[config.mk]
export PLATFORM = sky130hd
export DESIGN_NAME = regfile_wr_arbiter_flat
export DESIGN_NICKNAME = d
export VERILOG_FILES = /design/src/rtl/regfile_wr_if.sv /design/src/rtl/regfile_wr_arbiter.sv /design/src/flat_wrapper.sv
export SDC_FILE = /design/constraint.sdc
export NUM_CORES = 1
export LEC_CHECK = 0
export ABC_AREA = 1
export ABC_CLOCK_PERIOD_IN_PS = 3100
export BUFFER_PORTS_ARGS = -buffer_cell sky130_fd_sc_hd__buf_2
export CELL_PAD_IN_SITES_DETAIL_PLACEMENT = 1
export CELL_PAD_IN_SITES_GLOBAL_PLACEMENT = 2
export CORE_MARGIN = 2
export CORE_UTILIZATION = 25
export DETAILED_ROUTE_END_ITERATION = 8
export PLACE_DENSITY = 0.95
export SLEW_MARGIN = 20
export SYNTH_ARGS = -nofsm -noshare
export SYNTH_HDL_FRONTEND = slang
export SYNTH_SLANG_ARGS = --single-unit
[constraint.sdc]
create_clock -name clk -period 3.1 [get_ports clk]
set_input_delay 0.465 -clock clk [delete_from_list [all_inputs] [get_ports clk]]
set_output_delay 0.465 -clock clk [all_outputs]
set_load 0.01 [all_outputs]
[src/rtl/regfile_wr_if.sv]
// Write-side bundle of the 4x32 register file: two valid/ready write
// requesters plus the single register-file write port and the init flag.
// master: requester/register-file side.  slave: the write arbiter.
interface regfile_wr_if #(
  parameter int DATA_W = 32,
  parameter int ADDR_W = 2
);
  // Requester 0
  logic              req0_valid;
  logic [ADDR_W-1:0] req0_reg_no;
  logic [DATA_W-1:0] req0_data;
  logic              req0_ready;
  // Requester 1
  logic              req1_valid;
  logic [ADDR_W-1:0] req1_reg_no;
  logic [DATA_W-1:0] req1_data;
  logic              req1_ready;
  // Register-file write port
  logic              reg_write;
  logic [ADDR_W-1:0] write_reg_no;
  logic [DATA_W-1:0] write_data;
  logic              init_busy;

  modport master (
    output req0_valid, req0_reg_no, req0_data,
    output req1_valid, req1_reg_no, req1_data,
    input  req0_ready, req1_ready,
    input  reg_write, write_reg_no, write_data, init_busy
  );

  modport slave (
    input  req0_valid, req0_reg_no, req0_data,
    input  req1_valid, req1_reg_no, req1_data,
    output req0_ready, req1_ready,
    output reg_write, write_reg_no, write_data, init_busy
  );
endinterface

[src/rtl/regfile_wr_arbiter.sv]
// Owner of the register-file write port. After reset it writes INIT_VALUE to
// registers 0..REG_N-1 on consecutive cycles, then arbitrates two valid/ready
// requesters onto the write port with one cycle of latency.
// Optional feature macro: RFARB_RR_EN
//   defined   -> round-robin when both requesters are valid
//   undefined -> fixed priority, requester 0 always wins
module regfile_wr_arbiter #(
  parameter int                 DATA_W     = 32,
  parameter int                 ADDR_W     = 2,
  parameter int                 REG_N      = 4,
  parameter logic [DATA_W-1:0]  INIT_VALUE = '0
) (
  input  logic         clk,
  input  logic         rst_n,
  regfile_wr_if.slave  bus
);

  typedef enum logic {S_INIT, S_RUN} state_e;

  // Counter must also hold REG_N, which marks "all init writes issued".
  localparam int CNT_W = $clog2(REG_N + 1);

  state_e             state_q, state_d;
  logic [CNT_W-1:0]   init_cnt_q, init_cnt_d;
  logic               reg_write_q, reg_write_d;
  logic [ADDR_W-1:0]  write_reg_no_q, write_reg_no_d;
  logic [DATA_W-1:0]  write_data_q, write_data_d;
  logic               prio0;
  logic               grant0, grant1;

`ifdef RFARB_RR_EN
  // 1 = requester 1 was granted last, so requester 0 wins the next tie.
  logic               last_grant_q, last_grant_d;
  assign prio0 = last_grant_q;
`else
  assign prio0 = 1'b1;
`endif

  // Combinational grant: only in S_RUN, a lone valid wins, ties go to prio0.
  always_comb begin
    grant0 = (state_q == S_RUN) && bus.req0_valid && (!bus.req1_valid || prio0);
    grant1 = (state_q == S_RUN) && bus.req1_valid && !(bus.req0_valid && prio0);
  end

  // Next-state logic for the init sequence and the registered write port.
  always_comb begin
    // NOTE: every variable gets a default first so no path leaves one unassigned (no latch).
    state_d        = state_q;
    init_cnt_d     = init_cnt_q;
    reg_write_d    = 1'b0;
    write_reg_no_d = write_reg_no_q;
    write_data_d   = write_data_q;
`ifdef RFARB_RR_EN
    last_grant_d   = last_grant_q;
`endif
    case (state_q)
      S_INIT: begin
        if (init_cnt_q == CNT_W'(REG_N)) begin
          state_d = S_RUN;
        end else begin
          reg_write_d    = 1'b1;
          write_reg_no_d = ADDR_W'(init_cnt_q);
          write_data_d   = INIT_VALUE;
          init_cnt_d     = init_cnt_q + CNT_W'(1);
        end
      end
      S_RUN: begin
        if (grant0) begin
          reg_write_d    = 1'b1;
          write_reg_no_d = bus.req0_reg_no;
          write_data_d   = bus.req0_data;
`ifdef RFARB_RR_EN
          last_grant_d   = 1'b0;
`endif
        end else if (grant1) begin
          reg_write_d    = 1'b1;
          write_reg_no_d = bus.req1_reg_no;
          write_data_d   = bus.req1_data;
`ifdef RFARB_RR_EN
          last_grant_d   = 1'b1;
`endif
        end
      end
      default: state_d = S_INIT;
    endcase
  end

  // State and output registers; reset drops any in-flight write at once.
  always_ff @(posedge clk or negedge rst_n) begin
    // NOTE: sequential state uses non-blocking assignments so all flops update together.
    if (!rst_n) begin
      state_q        <= S_INIT;
      init_cnt_q     <= '0;
      reg_write_q    <= 1'b0;
      write_reg_no_q <= '0;
      write_data_q   <= '0;
`ifdef RFARB_RR_EN
      last_grant_q   <= 1'b1;
`endif
    end else begin
      state_q        <= state_d;
      init_cnt_q     <= init_cnt_d;
      reg_write_q    <= reg_write_d;
      write_reg_no_q <= write_reg_no_d;
      write_data_q   <= write_data_d;
`ifdef RFARB_RR_EN
      last_grant_q   <= last_grant_d;
`endif
    end
  end

  assign bus.req0_ready   = grant0;
  assign bus.req1_ready   = grant1;
  assign bus.reg_write    = reg_write_q;
  assign bus.write_reg_no = write_reg_no_q;
  assign bus.write_data   = write_data_q;
  assign bus.init_busy    = (state_q == S_INIT);

endmodule

[src/flat_wrapper.sv]
// flat-port wrapper written by rule: the top's interface ports become plain ports
module regfile_wr_arbiter_flat 
#(
  parameter int                 DATA_W     = 32,
  parameter int                 ADDR_W     = 2,
  parameter int                 REG_N      = 4,
  parameter logic [DATA_W-1:0]  INIT_VALUE = '0
)
  (clk, rst_n, bus_req0_valid, bus_req0_reg_no, bus_req0_data, bus_req1_valid, bus_req1_reg_no, bus_req1_data, bus_req0_ready, bus_req1_ready, bus_reg_write, bus_write_reg_no, bus_write_data, bus_init_busy);
  regfile_wr_if #(.DATA_W(DATA_W), .ADDR_W(ADDR_W)) bus_i ();
  input  logic clk;
  input  logic rst_n;
  input wire logic [$bits(bus_i.req0_valid)-1:0] bus_req0_valid;
  input wire logic [$bits(bus_i.req0_reg_no)-1:0] bus_req0_reg_no;
  input wire logic [$bits(bus_i.req0_data)-1:0] bus_req0_data;
  input wire logic [$bits(bus_i.req1_valid)-1:0] bus_req1_valid;
  input wire logic [$bits(bus_i.req1_reg_no)-1:0] bus_req1_reg_no;
  input wire logic [$bits(bus_i.req1_data)-1:0] bus_req1_data;
  output wire logic [$bits(bus_i.req0_ready)-1:0] bus_req0_ready;
  output wire logic [$bits(bus_i.req1_ready)-1:0] bus_req1_ready;
  output wire logic [$bits(bus_i.reg_write)-1:0] bus_reg_write;
  output wire logic [$bits(bus_i.write_reg_no)-1:0] bus_write_reg_no;
  output wire logic [$bits(bus_i.write_data)-1:0] bus_write_data;
  output wire logic [$bits(bus_i.init_busy)-1:0] bus_init_busy;
  assign bus_i.req0_valid = bus_req0_valid;
  assign bus_i.req0_reg_no = bus_req0_reg_no;
  assign bus_i.req0_data = bus_req0_data;
  assign bus_i.req1_valid = bus_req1_valid;
  assign bus_i.req1_reg_no = bus_req1_reg_no;
  assign bus_i.req1_data = bus_req1_data;
  assign bus_req0_ready = bus_i.req0_ready;
  assign bus_req1_ready = bus_i.req1_ready;
  assign bus_reg_write = bus_i.reg_write;
  assign bus_write_reg_no = bus_i.write_reg_no;
  assign bus_write_data = bus_i.write_data;
  assign bus_init_busy = bus_i.init_busy;
  regfile_wr_arbiter #(.DATA_W(DATA_W), .ADDR_W(ADDR_W), .REG_N(REG_N), .INIT_VALUE(INIT_VALUE)) u_core (.clk(clk), .rst_n(rst_n), .bus(bus_i));
endmodule
======== After elaboration in Yosys (flattened, before gate mapping) ========
Index checks and enable logic that the tools add are counted.
word-level totals
  output and inout port bits .............. 38
  logic and storage cells ................. 31
  register bits ........................... 39
  bits of input ports ..................... 72
cells by class
  bitwise gates (word level) .............. 2
  reduce and logical (&&, ||, !) cells .... 6
  add/subtract/negate cells ............... 1
  mux-type cells .......................... 14
  equal/unequal tests ..................... 3
operators by type and width
  cell                                                            count
  32-bit two-way mux                                              3
  32-bit one-hot mux with 2 select lines                          1
  2-bit two-way mux                                               3
  1-bit two-way mux                                               5
  2-bit one-hot mux with 2 select lines                           1
  2-bit AND reduction                                             2
  3-bit by 1-bit adder with 3-bit output (second input constant)  1
  3-bit equality test (second input constant)                     1
  1-bit logical AND                                               3
  3-bit inequality test (second input constant)                   1
  2-bit inequality test (second input constant)                   1
  1-bit inverter                                                  2
  1-bit one-hot mux with 2 select lines                           1
  1-bit logical NOT                                               1

======== Logic depth before layout (Yosys ltp) ========
Gate-level depths: netlist of run 1.
  depth in word-level cells ............... 5
  mapped depth ............................ 8
  gate-level depth less buffers ........... 7

======== Least setup slack after synthesis of run 1 ========
OpenSTA, ideal clock, no wires.
  kind .................................... input -> output
  start ................................... input port bus_req0_valid
  end ..................................... output port bus_req1_ready
  path slack .............................. 1.725 ns
  stages .................................. 3
  arrival ................................. 0.910 ns
  cell sequence ........................... buf_6 buf_4 nor2_1
between the ends
  cells in the longest elaborated chain, start to end .. 2
RTL lines
  what               line                      text
  start, declared    flat_wrapper.sv:13        input wire logic [$bits(bus_i.req0_valid)-1:0] bus_req0_valid;
  1-bit logical NOT  regfile_wr_arbiter.sv:42  grant1 = (state_q == S_RUN) && bus.req1_valid && !(bus.req0_valid && prio0);
  1-bit logical AND  regfile_wr_arbiter.sv:42
  end, declared      flat_wrapper.sv:20        output wire logic [$bits(bus_i.req1_ready)-1:0] bus_req1_ready;
Every way passes these cells.

======== Worst setup path after layout of run 1 ========
  start ................................... input port bus_req0_valid
  end ..................................... output port bus_req0_ready
between the ends
  cells in the longest elaborated chain, start to end .. 1
RTL lines
  what               line                      text
  1-bit logical AND  regfile_wr_arbiter.sv:41  grant0 = (state_q == S_RUN) && bus.req0_valid && (!bus.req1_valid || prio0);
  end, declared      flat_wrapper.sv:19        output wire logic [$bits(bus_i.req0_ready)-1:0] bus_req0_ready;
Every way passes these cells.

==> reports/summary.txt, run 1 <==
Mapped Avg Cell Area - 7.36 sq um
Clock sink count - 39
CTS resizes - 0
Final-stage net count - 463
DR WL/cell - 13.3 um
Starting DRC count in detailed routing - 38
Critical path class - in2out
Bufs on Longest Clock Path - 2
Later-pin clock latency in the skew report - 0.28 ns
Count of cell types in the netlist - 19
Final setup violation count - 0
Status - complete, no violations
Syn_nets - 365
Setup_tns - 0 ns
Final Non-Filler Cells - 495
DP Worst Slack - 1.12 ns
Max incr delay on CP - 0.57 ns
Hold Violations, Final - 0
Pwr dens - 420 nW/um^2
Pre-Repair DR Iteration Count - 4
CP most frequent cell - buf_2
Clock transition at path regs - 0.07 ns
Die height - 96.6 um
# Post-CTS Setup Buffers - 0
Number of max-cap violations - 0
Vias/cell - 4.50
Worst hold slack - 0.301 ns
Worst Tran Pin Value - 0.877 ns
Global Route Usage Sum - 14.6%
# rows - 33
Critical Path Sink Type - output pin
Fin crit share - 58.2%
DRC - 0
Initial antenna violation count - 0
Root Driver - clkbuf_8
Layout fillers - 1087
Synth Register Bits - 39
Worst hold path class - in2async
Final Wtd Congestion - 0.698
Port bufs - 109
DP Wirelength - 4800 um
Slew Viols, Final - 0
Layout cell share with drive strength beyond 1 - 31.5%
Crit-path slowest cell - buf_2
Post-layout min period - 1.81 ns
Cell count after placement - 487
First-pass GRT wire length - 10700 um
CTS H-tree lvls - 2
DIE AREA - 9320 sq um
FMAX - 554 MHz
Total Wirelength - 6570 um
Ys Warns - 0
Ports - 110
Worst path arrival time - 1.34 ns
Starting Density - 25.9%
Sequential-to-total area share from yosys stat - 45.6%
Vias in the first global route - 2371
Synth-to-Final Area Change - 29.0%
Crit-path cells - buf_2 -> nand2_1 -> inv_1 -> buf_2
Post-Syn Area - 2140 sq um
Peak supply drop - 148 uV
Most frequent cells in the layout - buf_2, nand2_1, nor2_1
R2R Setup Slk - 1.32 ns
Mapped Cells - 291
DP Area - 2680 sq um
Most common cell after layout, fill and taps aside - buf_2
Via Count - 2227
PnR worst setup slack - 1.29 ns
ANT cells - 0
Cts bufs inserted - 5
Antenna viol nets, final - 0
Crit Path Max Fanout - 38
DIE WIDTH - 96.6 um
Leak - 1.53 nW
Worst EP required - 2.63 ns
Hold buffer count at cts - 0
Pin count of the biggest net entering global routing - 40
Cell area after layout - 2760 sq um
Unrepaired setup endpoints after global routing - no
Fin Clk Skew - 0.00639 ns
Critical path startpoint category - input pin
Slew margin rel. - 41.5%
Total gr overflow - 0
CTS tree - yes
Core area - 8260 sq um
==> routing by layer <==
metal,vias to the layer above,track usage [%],wire (um)
met1,1039,17.7,2860
met3,4,3.41,442
li1,1118,-,-
met5,-,0,0
met2,66,26.7,3230
met4,0,2.58,40
==> flip-flops by register name, indices dropped and copies added, names as in the netlist <==
name and cells:
u_core.bus.reg_write 1, u_core.bus.write_data 32, u_core.bus.write_reg_no 2, u_core.init_cnt_q 3
u_core.state_q 1
==> kinds of logic after synthesis <==
family                     after synthesis  synth area share [%]
xor gates and xnor gates                 2                 0.818
buffers and inverters                   30                  9.11
and+or+nand+nor                        184                  34.9
DFF                                     39                  45.6
AOI/OAI and AO/OA                       34                  8.47
adders and majority gates                2                  1.17
==> critical path, delay by kind of cell <==
kind / cells / cell delay, ns
buffers and inverters: 3 / 0.76
AND/OR/NAND/NOR: 1 / 0.12
==> where the power goes <==
| part | total [mW] | switching [mW] | internal [mW] |
|---|---|---|---|
| combinational | 0.249 | 0.144 | 0.105 |
| sequential | 0.584 | 0.0280 | 0.556 |
| clock | 0.328 | 0.170 | 0.158 |
==> metrics by stage <==
stage	power, mW	utilization, %
2_1_floorplan	0.722	-
5_1_grt	1.24	33.5
6_report	1.16	33.5
4_1_cts	1.19	33.5
3_5_place_dp	0.850	32.5
3_3_place_gp	0.839	32.5
==> path summary, 6_finish.rpt <==
path | endpoint | from | cells past startpoint
max in group asynchronous | u_core.bus.write_data[22] | rst_n | 1
min in group clk | u_core.init_cnt_q[2] | u_core.init_cnt_q[2] | 1
worst max-delay path | bus_req0_ready | bus_req0_valid | 4
worst max register to register | u_core.bus.write_data[15] | u_core.init_cnt_q[0] | 7
worst min register to register | u_core.init_cnt_q[2] | u_core.init_cnt_q[2] | 1
worst min-delay path | u_core.bus.write_data[10] | rst_n | 1
==> Yosys cell counts <==
master	n	area [sq um]
nor2_1	66	248
nand2_2	1	6.26
ha_1	2	25.0
inv_4	1	6.26
nand2_1	79	297
nand3_1	37	185
o21ai_4	1	16.3
xor2_1	1	8.76
buf_2	7	35.0
o21ai_0	23	115
o21ai_1	9	45.0
xnor2_1	1	8.76
inv_2	1	3.75
inv_1	7	26.3
a21oi_1	1	5.00
buf_4	9	67.6
dfrtp_1	39	976
buf_6	5	56.3
nand2_4	1	11.3
==> cell type report <==
type | instances | area, sq um | share of cell area (%)
Clock buffer | 7 | 76.3 | 2.76
Clock inverter | 1 | 5.00 | 0.181
Inverter | 9 | 36.3 | 1.31
Multi-Input combinational cell | 222 | 971 | 35.1
Sequential cell | 39 | 976 | 35.3
Tap cell | 105 | 131 | 4.75
Timing Repair Buffer | 112 | 568 | 20.6
No activity file was read; power rests on OpenSTA's default activity.
==> run 2, diff against run 1 <==
--- a/config.mk
+++ b/config.mk
@@ -6,14 +6,14 @@
 export NUM_CORES = 1
 export LEC_CHECK = 0
 export ABC_AREA = 1
-export ABC_CLOCK_PERIOD_IN_PS = 3100
+export ABC_CLOCK_PERIOD_IN_PS = 1700
 export BUFFER_PORTS_ARGS = -buffer_cell sky130_fd_sc_hd__buf_2
 export CELL_PAD_IN_SITES_DETAIL_PLACEMENT = 1
 export CELL_PAD_IN_SITES_GLOBAL_PLACEMENT = 2
 export CORE_MARGIN = 2
-export CORE_UTILIZATION = 25
+export CORE_UTILIZATION = 23
 export DETAILED_ROUTE_END_ITERATION = 8
-export PLACE_DENSITY = 0.95
+export PLACE_DENSITY = 0.9
 export SLEW_MARGIN = 20
 export SYNTH_ARGS = -nofsm -noshare
 export SYNTH_HDL_FRONTEND = slang
==> constraint.sdc (replaced) <==
create_clock -name clk -period 1.7 [get_ports clk]
set_input_delay 0.255 -clock clk [delete_from_list [all_inputs] [get_ports clk]]
set_output_delay 0.255 -clock clk [all_outputs]
set_load 0.01 [all_outputs]
==> reports/summary.txt, run 2 (synthesized netlist as in run 1, its figures left out) <==
Max incr delay on CP - 0.40 ns
CP most frequent cell - nand2_1
Critical path class - reg2reg
R2R Setup Slk - 0.27 ns
Crit path max-delay family - simple AND/OR/NAND/NOR gates
Pre-Repair DR Iteration Count - 4
Fin crit share - 83.9%
Root Driver - clkbuf_8
PnR worst setup slack - 0.274 ns
First-pass GRT wire length - 11000 um
Initial antenna violation count - 0
Vias/cell - 4.41
Most common cell after layout, fill and taps aside - buf_2
Core area - 9150 sq um
Clock sink count - 39
CP bufs+invs - 1
Die height - 101 um
Starting DRC count in detailed routing - 51
Worst Tran Pin Value - 0.515 ns
Worst r2r src - u_core.init_cnt_q[0]
Vias in the first global route - 2317
Cts bufs inserted - 5
Crit-path cells - inv_1 -> ha_1 -> nand2_1 -> nand2_2 -> nand2_4 -> nand2_1 -> nand2_1
Crit Path Max Fanout - 35
Layout cell share with drive strength beyond 1 - 32.4%
Hold Violations, Final - 0
R2R depth - 7
Pin count of the biggest net entering global routing - 36
Peak supply drop - 235 uV
Hold endpoint - u_core.bus.write_data[17]
Later-pin clock latency in the skew report - 0.28 ns
Status - complete, no violations
Starting Density - 23.4%
Cell area after layout - 2830 sq um
DIE WIDTH - 101 um
Critical path startpoint category - flop
Leak - 1.56 nW
Ports - 110
Synth-to-Final Area Change - 32.1%
Worst hold path class - in2reg
CTS H-tree lvls - 2
Unrepaired setup endpoints after global routing - no
Total gr overflow - 0
# rows - 35
Number of max-cap violations - 0
Crit-path slowest cell - dfrtp_1
Clock transition at path regs - 0.07 ns
Worst hold slack - 0.304 ns
Port bufs - 109
ANT cells - 0
DP Wirelength - 5170 um
CTS tree - yes
CTS resizes - 0
Setup_tns - 0 ns
Fin Clk Skew - 0.00457 ns
DIE AREA - 10100 sq um
Final-stage net count - 470
Critical Path Sink Type - flop
Pwr dens - 736 nW/um^2
Via Count - 2229
FMAX - 701 MHz
Worst EP required - 1.86 ns
Hold path depth - 5
Antenna viol nets, final - 0
Largest register FFs - 32
Worst path arrival time - 1.59 ns
Global Route Usage Sum - 13.8%
Most frequent cells in the layout - buf_2, nand2_1, nor2_1
DP Worst Slack - 0.268 ns
Bufs on Longest Clock Path - 2
Slew Viols, Final - 0
Final setup violation count - 0
Cell count after placement - 499
Final Non-Filler Cells - 506
Slew margin rel. - 65.7%
Reg2Reg Capture Point - u_core.bus.write_data[4]
Total Wirelength - 6700 um
DR WL/cell - 13.2 um
DRC - 0
Hold path start - bus_req0_data[17]
DP Area - 2750 sq um
Post-layout min period - 1.43 ns
Final Wtd Congestion - 0.692
run 2: what timing repair did:
item / in CTS / in global routing
setup buffers: 0 / 0
hold endpoints to repair: 20 / 0
hold buffers: 1 / 0
run 2: worst register-to-register path, stage by stage (launching register included):
cell and delay [ns]:
dfrtp_1 0.40, inv_1 0.10, ha_1 0.16, nand2_1 0.08
nand2_2 0.11, nand2_4 0.23, nand2_1 0.17, nand2_1 0.07
run 2: metrics by stage:
stage / total power [mW] / utilization (%)
finish: 2.08 / 30.9
global route: 2.25 / 30.9
detailed placement: 1.56 / 30.0
global placement: 1.54 / 30.0
CTS: 2.14 / 30.9
floorplan: 1.32 / -
run 2: final cells by class:
class | instances | area [sq um]
fill | 1160 | 6320
sequential | 39 | 976
multi-input combinational | 222 | 971
timing repair buffer | 119 | 636
tap | 111 | 139
clock buffer | 6 | 72.6
inverter | 9 | 36.3
run 2: routing by layer:
| metal | GRT usage, % | share of wire (%) |
|---|---|---|
| met1 | 16.4 | 44 |
| met4 | 2.63 | 0.22 |
| met5 | 0 | 0 |
| met3 | 3.88 | 6.8 |
| met2 | 24.8 | 49 |
run 2: power by group:
group | internal (mW) | switching, mW
Clock | 0.273 | 0.280
Combinational | 0.202 | 0.263
Sequential | 1.01 | 0.0502
run 2: worst max-delay path by stage:
stage	start	endpoint	cells past startpoint
floorplan	u_core.init_cnt_q[0]	u_core.bus.write_data[10]	8
global placement	u_core.init_cnt_q[0]	u_core.bus.write_data[24]	7
detailed placement	u_core.init_cnt_q[0]	u_core.bus.write_data[4]	7
CTS	u_core.init_cnt_q[0]	u_core.bus.write_data[4]	7
global route	u_core.init_cnt_q[0]	u_core.bus.write_data[24]	7
finish	u_core.init_cnt_q[0]	u_core.bus.write_data[4]	7
